File: config.mk
export PLATFORM = sky130hd
export DESIGN_NAME = harmonic_mixer
export DESIGN_NICKNAME = d
export VERILOG_FILES = /design/src/rtl/harmonic_mixer_pkg.sv /design/src/rtl/harmonic_mixer_mix_saturate.sv /design/src/rtl/harmonic_mixer.sv
export SDC_FILE = /design/constraint.sdc
export NUM_CORES = 1
export LEC_CHECK = 0
export ABC_AREA = 1
export ABC_CLOCK_PERIOD_IN_PS = 8119
export BUFFER_PORTS_ARGS = -buffer_cell sky130_fd_sc_hd__buf_4
export CAP_MARGIN = 25
export CORE_MARGIN = 2
export CORE_UTILIZATION = 60
export DETAILED_ROUTE_END_ITERATION = 6
export PLACE_DENSITY = 0.79
export REMOVE_ABC_BUFFERS = 1
export SKIP_LAST_GASP = 1
export SYNTH_ARGS = -nofsm -noshare
export SYNTH_HDL_FRONTEND = slang
export SYNTH_SLANG_ARGS = --single-unit
File: constraint.sdc
create_clock -name i_clock -period 8.12 [get_ports i_clock]
set_clock_uncertainty 0.15 [all_clocks]
set_input_delay 1.218 -clock i_clock [delete_from_list [all_inputs] [get_ports i_clock]]
set_output_delay 1.218 -clock i_clock [all_outputs]
set_load 0.05 [all_outputs]
File: src/rtl/harmonic_mixer_pkg.sv
// Shared widths, state encoding and constants for the harmonic mixer and
// its downstream output/filter stages.
package harmonic_mixer_pkg;

    localparam int SAMPLE_W = 16;
    localparam int HARM_W   = 8;
    localparam int LEVEL_W  = 8;
    localparam int ACC_W    = 32;

    localparam logic [LEVEL_W-1:0] LEVEL_INIT = 8'd255;

    typedef enum logic [2:0] {
        IDLE       = 3'd0,
        WAIT_READY = 3'd1,
        WAIT_LUT   = 3'd2,
        MAC        = 3'd3,
        ADVANCE    = 3'd4,
        OUTPUT     = 3'd5
    } state_t;

endpackage

File: src/rtl/harmonic_mixer_mix_saturate.sv
// Combinational arithmetic right shift of the accumulator followed by signed
// saturation to the 16-bit sample range.
module mix_saturate
    import harmonic_mixer_pkg::*;
#(
    parameter int SHIFT = 8
) (
    input  logic signed [ACC_W-1:0]    acc,
    output logic signed [SAMPLE_W-1:0] mix
);

    localparam logic signed [ACC_W-1:0] POS_LIMIT = 32'sd32767;
    localparam logic signed [ACC_W-1:0] NEG_LIMIT = -32'sd32768;

    logic signed [ACC_W-1:0] shifted;

    always_comb begin
        shifted = acc >>> SHIFT;
        if (shifted > POS_LIMIT) begin
            mix = 16'sh7FFF;
        end else if (shifted < NEG_LIMIT) begin
            mix = 16'sh8000;
        end else begin
            mix = shifted[SAMPLE_W-1:0];
        end
    end

endmodule

File: src/rtl/harmonic_mixer.sv
// Per-tick sequencer: walks the upstream sine stage through harmonics 0..last,
// accumulates each value scaled by a decaying level, emits one saturated mix.
module harmonic_mixer
    import harmonic_mixer_pkg::*;
#(
    parameter int ACC_SHIFT    = 8,
    parameter int MAX_HARMONIC = 255
) (
    input  logic                i_clock,
    input  logic                i_reset,
    input  logic                i_sample_tick,
    input  logic [HARM_W-1:0]   i_harmonic_count,
    input  logic [LEVEL_W-1:0]  i_decay,
    input  logic                i_sample_ready,
    input  logic [SAMPLE_W-1:0] i_sample_value,
    output logic [HARM_W-1:0]   o_harmonic,
    output logic                o_next_sample,
    output logic [SAMPLE_W-1:0] o_mix,
    output logic                o_mix_valid,
    output logic                o_busy,
    output logic                o_overrun
);

    localparam logic [HARM_W-1:0] MAX_H = MAX_HARMONIC[HARM_W-1:0];

    state_t state;
    state_t next_state;

    logic [HARM_W-1:0]          last;
    logic [LEVEL_W-1:0]         decay_q;
    logic [LEVEL_W-1:0]         level;
    logic signed [SAMPLE_W-1:0] sample_q;
    logic signed [ACC_W-1:0]    acc;
    logic signed [SAMPLE_W-1:0] mix_sat;

    // 16-bit signed times 9-bit non-negative level; magnitude stays within 24 bits.
    logic signed [SAMPLE_W+LEVEL_W:0] product;
    logic signed [ACC_W-1:0]          product_ext;

    always_comb begin
        product     = sample_q * $signed({1'b0, level});
        product_ext = {{(ACC_W-SAMPLE_W-LEVEL_W-1){product[SAMPLE_W+LEVEL_W]}}, product};
    end

    mix_saturate #(
        .SHIFT (ACC_SHIFT)
    ) u_mix_saturate (
        .acc (acc),
        .mix (mix_sat)
    );

    always_comb begin
        next_state    = state;
        o_next_sample = 1'b0;
        case (state)
            IDLE:       if (i_sample_tick) next_state = WAIT_READY;
            WAIT_READY: if (i_sample_ready) next_state = WAIT_LUT;
            WAIT_LUT:   next_state = MAC;
            MAC:        next_state = ADVANCE;
            ADVANCE: begin
                o_next_sample = 1'b1;
                next_state    = (o_harmonic == last) ? OUTPUT : WAIT_READY;
            end
            OUTPUT:     next_state = IDLE;
            default:    next_state = IDLE;
        endcase
    end

    always_ff @(posedge i_clock or posedge i_reset) begin
        if (i_reset) begin
            state       <= IDLE;
            last        <= '0;
            decay_q     <= '0;
            level       <= '0;
            sample_q    <= '0;
            acc         <= '0;
            o_harmonic  <= '0;
            o_mix       <= '0;
            o_mix_valid <= 1'b0;
            o_busy      <= 1'b0;
            o_overrun   <= 1'b0;
        end else begin
            state       <= next_state;
            o_mix_valid <= 1'b0;
            // Ticks outside IDLE never touch frame control; they are only flagged.
            o_overrun   <= i_sample_tick && (state != IDLE);
            case (state)
                IDLE: begin
                    if (i_sample_tick) begin
                        last    <= (i_harmonic_count > MAX_H) ? MAX_H : i_harmonic_count;
                        decay_q <= i_decay;
                        acc     <= '0;
                        level   <= LEVEL_INIT;
                        o_busy  <= 1'b1;
                    end
                end
                WAIT_LUT: sample_q <= i_sample_value;
                MAC:      acc <= acc + product_ext;
                ADVANCE: begin
                    // Every harmonic is stepped even at zero level to keep upstream phases coherent.
                    o_harmonic <= (o_harmonic == last) ? '0 : o_harmonic + 1'b1;
                    level      <= (level > decay_q) ? level - decay_q : '0;
                end
                OUTPUT: begin
                    o_mix       <= mix_sat;
                    o_mix_valid <= 1'b1;
                    o_busy      <= 1'b0;
                end
                default: ;
            endcase
        end
    end

endmodule

### Yosys cells after proc, flatten, opt, wreduce, memory -nomap -nowiden

Index checks and enable logic that the tools add are counted.

| word-level totals | value |
|---|---|
| bits in registers | 102 |
| input bits | 36 |
| output and inout port bits | 28 |
| logic and storage cells | 55 |

| operators by class | value |
|---|---|
| $add $sub $neg | 3 |
| multiply operators | 1 |
| order comparisons | 4 |
| equality and inequality tests | 8 |
| mux-type cells | 17 |
| reduce and logical (&&, ||, !) cells | 11 |

Operators by type and width:

| operator | count |
|---|---|
| case mux 32 bit (2 select lines) | 1 |
| adder 32 x 25 -> 32 bit | 1 |
| two-way mux 16 bit | 2 |
| two-way mux 32 bit | 1 |
| two-way mux 8 bit | 4 |
| multiplier 16 x 9 -> 25 bit | 1 |
| greater-than comparator 24 x 16 -> 1 bit (second input constant) | 1 |
| less-than comparator 24 x 16 -> 1 bit (second input constant) | 1 |
| case mux 8 bit (2 select lines) | 1 |
| case mux 3 bit (5 select lines) | 1 |
| AND reduction 2 bit | 5 |
| two-way mux 3 bit | 3 |
| adder 8 x 1 -> 8 bit (second input constant) | 1 |
| == test 8 bit | 1 |
| greater-than comparator 8 bit | 1 |
| greater-than comparator 8 bit (second input constant) | 1 |
| subtractor 8 bit | 1 |
| == test 3 x 2 -> 1 bit (second input constant) | 2 |
| == test 3 bit (second input constant) | 2 |
| nonzero test 2 bit | 3 |
| inequality test 2 bit (second input constant) | 2 |
| == test 3 x 1 -> 1 bit (second input constant) | 1 |
| zero test 3 bit | 1 |
| two-way mux 1 bit | 3 |
| other kinds (3) | 3 |

### Logic depth before layout (Yosys ltp)

| logic depth | value |
|---|---|
| word-level depth | 3 |
| depth in mapped cells | 25 |
| gate-level depth less buffers | 23 |

### Cells and area by module

Synthesis repeated with hierarchy kept, for this count alone.

| unflattened totals | value |
|---|---|
| cell total of the unflattened synthesis | 1544 |
| area, all modules | 11382.2 um2 |

By module, submodules not included:

| module | times used | cells each | area each (um2) | sequential area each (um2) |
|---|---|---|---|---|
| harmonic_mixer | 1 | 1496 | 11169.5 | 2552.4 |
| mix_saturate | 1 | 48 | 212.7 | 0.0 |

### Worst setup path after synthesis

OpenSTA, ideal clock, no wires.

| timing | value |
|---|---|
| path type | register to register |
| start | reg level[5] |
| end | reg acc[30] |
| arrival time | 4.828 ns |
| required time | 7.853 ns |
| path slack | 3.025 ns |
| stages on the path, launching flop included | 23 |
| buffers on the path | 2 |
| clock period less this slack | 5.095 ns |
| path through | dfrtp_1 clkbuf_1 clkbuf_1 nand2_1 fa_1 inv_1 ha_1 fa_1 inv_1 fa_1 inv_1 fa_1 ha_1 nand2_1 inv_1 nand2_1 nand2_1 nand2_1 nand2_1 a21oi_1 nand3_1 nand3_1 nand2_1 |

| on the way | value |
|---|---|
| word-level cells in the longest chain between the ends | 3 |

Ends and longest elaborated chain:

| element | RTL line | RTL |
|---|---|---|
| from (decl) | harmonic_mixer.sv:31 | `logic [LEVEL_W-1:0] level;` |
| from (signal assigned) | harmonic_mixer.sv:102 | `level <= (level > decay_q) ? level - decay_q : '0;` |
| multiplier 16 x 9 -> 25 bit | harmonic_mixer.sv:41 | `product = sample_q * $signed({1'b0, level});` |
| adder 32 x 25 -> 32 bit | harmonic_mixer.sv:98 | `MAC: acc <= acc + product_ext;` |
| case mux 32 bit (2 select lines) | harmonic_mixer.sv:87 | `case (state)` |
| to (signal assigned) | harmonic_mixer.sv:98 |  |
| to (decl) | harmonic_mixer.sv:33 | `logic signed [ACC_W-1:0] acc;` |

Every way passes these cells.
A chain may end at the register's enable or synchronous reset.

### Worst setup path in the final report

| timing | value |
|---|---|
| start | reg level[1] |
| end | reg acc[27] |

Same word-level chain as after synthesis.

==> results.json <==
{
  "pin_count": 64,
  "critPathMaxFanout": 19,
  "nNetsFinal": 1801,
  "place.gp.congestion": 0.972,
  "grt_remaining_overflow": 0,
  "syn_area_um2": 11300,
  "drc": 0,
  "yosysSeqAreaShare_pct": 22.5,
  "syn_avg_cell_area_um2": 7.42,
  "hpwl_um": 20300,
  "drt-initial-drc-count": 749,
  "start_util_pct": 60.9,
  "antenna_left": 0,
  "critPathTopFamily": "adder cells",
  "ys.flop_type": "dfrtp_1",
  "htree_levels": 3,
  "antenna-diode-count": 0,
  "max_freq_mhz": 177,
  "core_area_um2": 18600,
  "cts_buffers": 9,
  "cts_tree": "yes",
  "grt_usage_pct": 27.8,
  "async_reset_ff_share_pct": 100,
  "synth_enable_flop_cells": 0,
  "ctsResizeCount": 0,
  "viasPerCell": 5.13,
  "slowest_delay_ns": 0.79,
  "period_minus_slack_ns": 5.65,
  "wl_per_cell_um": 14.3,
  "crit_path_frequent_cell": "nand2_1",
  "dieArea_um2": 20000,
  "cts_root_buffer": "clkbuf_16",
  "finalSetupTns_ns": 0,
  "hold_violations": 0,
  "startpoint": "level[1]",
  "ys_ff_latch": 102,
  "max_cap_viol_count": 0,
  "cp_data_required_time_ns": 8.23,
  "firstDrtPassIters": 5,
  "crit_slowest_cell": "dfrtp_1",
  "worst_ep_arrival_time_ns": 5.76,
  "grt_max_degree": 55,
  "maxSlewHeadroom_pct": 33.8,
  "hold_class": "reg2reg",
  "cts_setup_buffers": 0,
  "rsz0062_at_grt": "no",
  "cp_num_buf_inv": 3,
  "yosysWarnings": 0,
  "layout-drive-gt1-share_pct": 7.49,
  "finalCritPeriodShare_pct": 69.6,
  "tightest_slew_ns": 0.990,
  "area_delta_synth_final_pct": 8.06,
  "final_common_cell": "nand2_1",
  "wl_um": 25700,
  "layout_common_cells": "nand2_1 (501), inv_1 (392), fa_1 (133), dfrtp_1 (102), ha_1 (74)",
  "postSynthCellCount": 1526,
  "die_h_um": 141,
  "grt_pass1_vias": 9545,
  "grt_pass1_wl_um": 44500,
  "hold_start": "o_mix[1]",
  "timing.rr.start": "level[1]",
  "ctsHoldBuffers": 0,
  "endpoint_kind": "flop",
  "cts_sinks": 102,
  "worst_setup_path_start_kind": "flop",
  "synth_cell_types": 40,
  "insertion_delay_ns": 0.37,
  "num_rows": 50,
  "cts.path.max_buffers": 2,
  "clk_pin_slew_ns": 0.08,
  "numPortBuffers": 63,
  "crit_chain": "nand2_1 -> inv_1 -> fa_1 -> fa_1 -> fa_1 -> inv_1 -> fa_1 -> inv_1 -> fa_1 -> ha_1 -> nand2_1 -> nor2_1 -> nand2_1 -> nor2_1 -> nand2_1 -> nand3_1 -> nand2_1 -> nand3_1 -> nand2_1",
  "num_vias": 9225,
  "path_class": "reg2reg",
  "setup_violations": 0,
  "antenna_found_initial": 0,
  "slew_violations": 0,
  "status": "completed",
  "die_w_um": 141
}
[routing by layer]
layer / share of wire (%) / wire length, um / vias to the layer above / track usage, %
li1: - / - / 4524 / -
met1: 43 / 11100 / 4379 / 37.6
met2: 48 / 12400 / 268 / 46.7
met3: 4.9 / 1270 / 54 / 3.64
met4: 3.3 / 859 / 0 / 9.84
met5: 0 / 0 / - / 0
[area by class of cell]
cell class	count	area, um2
Tap cell	234	293
Multi-Input combinational cell	981	7080
Clock buffer	9	225
Fill cell	1570	6350
Inverter	400	1510
Timing Repair Buffer	64	480
Sequential cell	102	2550
Clock inverter	7	90.1
[metrics by stage]
step           area, um2  setup slack, ns  cells  utilization (%)  hold WS, ns
5_1_grt            12200             2.03   1797             65.8        0.366
3_3_place_gp       11900             2.50   1781             64.1        0.317
4_1_cts            12200             2.46   1797             65.8        0.337
6_report           12200             2.47   1797             65.8        0.335
3_5_place_dp       11900             2.49   1781             64.1        0.316
2_1_floorplan      11100             3.11   1483                -        0.298
[state kept, by name, indices dropped and copies added, names as in the netlist]
name,flops
o_mix_valid,1
o_mix,16
o_busy,1
state,3
last,8
o_overrun,1
sample_q,16
o_harmonic,8
level,8
decay_q,8
acc,32
[cell families (layout without fill, tap and decap cells)]
| group | after synthesis | in the layout | synth area share [%] |
|---|---|---|---|
| adders and majority gates | 207 | 207 | 31.7 |
| AOI/OAI and AO/OA | 109 | 109 | 5.55 |
| buffers and inverters | 443 | 480 | 15.0 |
| DFF | 102 | 102 | 22.5 |
| muxes | 16 | 16 | 1.59 |
| xor gates and xnor gates | 14 | 14 | 1.08 |
| and+or+nand+nor | 635 | 635 | 22.5 |
[tightest hold or removal path, cell delays in order, from the launching register on]
cell and delay (ns):
dfrtp_1 0.35, nand2_1 0.05, nand2_1 0.05
[path summary, 6_finish.rpt]
path,to,slack [ns],cells after the start
max,acc[27],2.47,19
max in group asynchronous,acc[4],5.89,3
min reg2reg,o_mix[1],0.33,2
min,o_mix[1],0.33,2
max reg2reg,acc[27],2.47,19
min in group asynchronous,o_overrun,0.77,2
[synth_stat cells, drive strengths merged (2+ instances only)]
| cell | n | area [um2] |
|---|---|---|
| a21boi | 2 | 15.0 |
| xor2 | 10 | 87.6 |
| mux2 | 16 | 180 |
| nand2 | 502 | 1890 |
| buf | 8 | 58.8 |
| clkbuf | 35 | 131 |
| xnor2 | 4 | 35.0 |
| ha | 74 | 926 |
| o21ai | 46 | 230 |
| fa | 133 | 2660 |
| nand3 | 49 | 255 |
| a22o | 2 | 17.5 |
| a21o | 3 | 22.5 |
| nor2 | 56 | 220 |
| or2 | 3 | 18.8 |
| a22oi | 6 | 45.0 |
| nor3b | 2 | 15.0 |
| nand4 | 9 | 56.3 |
| a21oi | 41 | 216 |
| dfrtp | 102 | 2550 |
| inv | 400 | 1510 |
| nor3 | 12 | 82.6 |
| o21bai | 3 | 22.5 |
| o22ai | 2 | 12.5 |
Power is left out: the tool's default activity adds up to more than one toggle a clock period on the data nets, which glitch-free logic cannot reach.
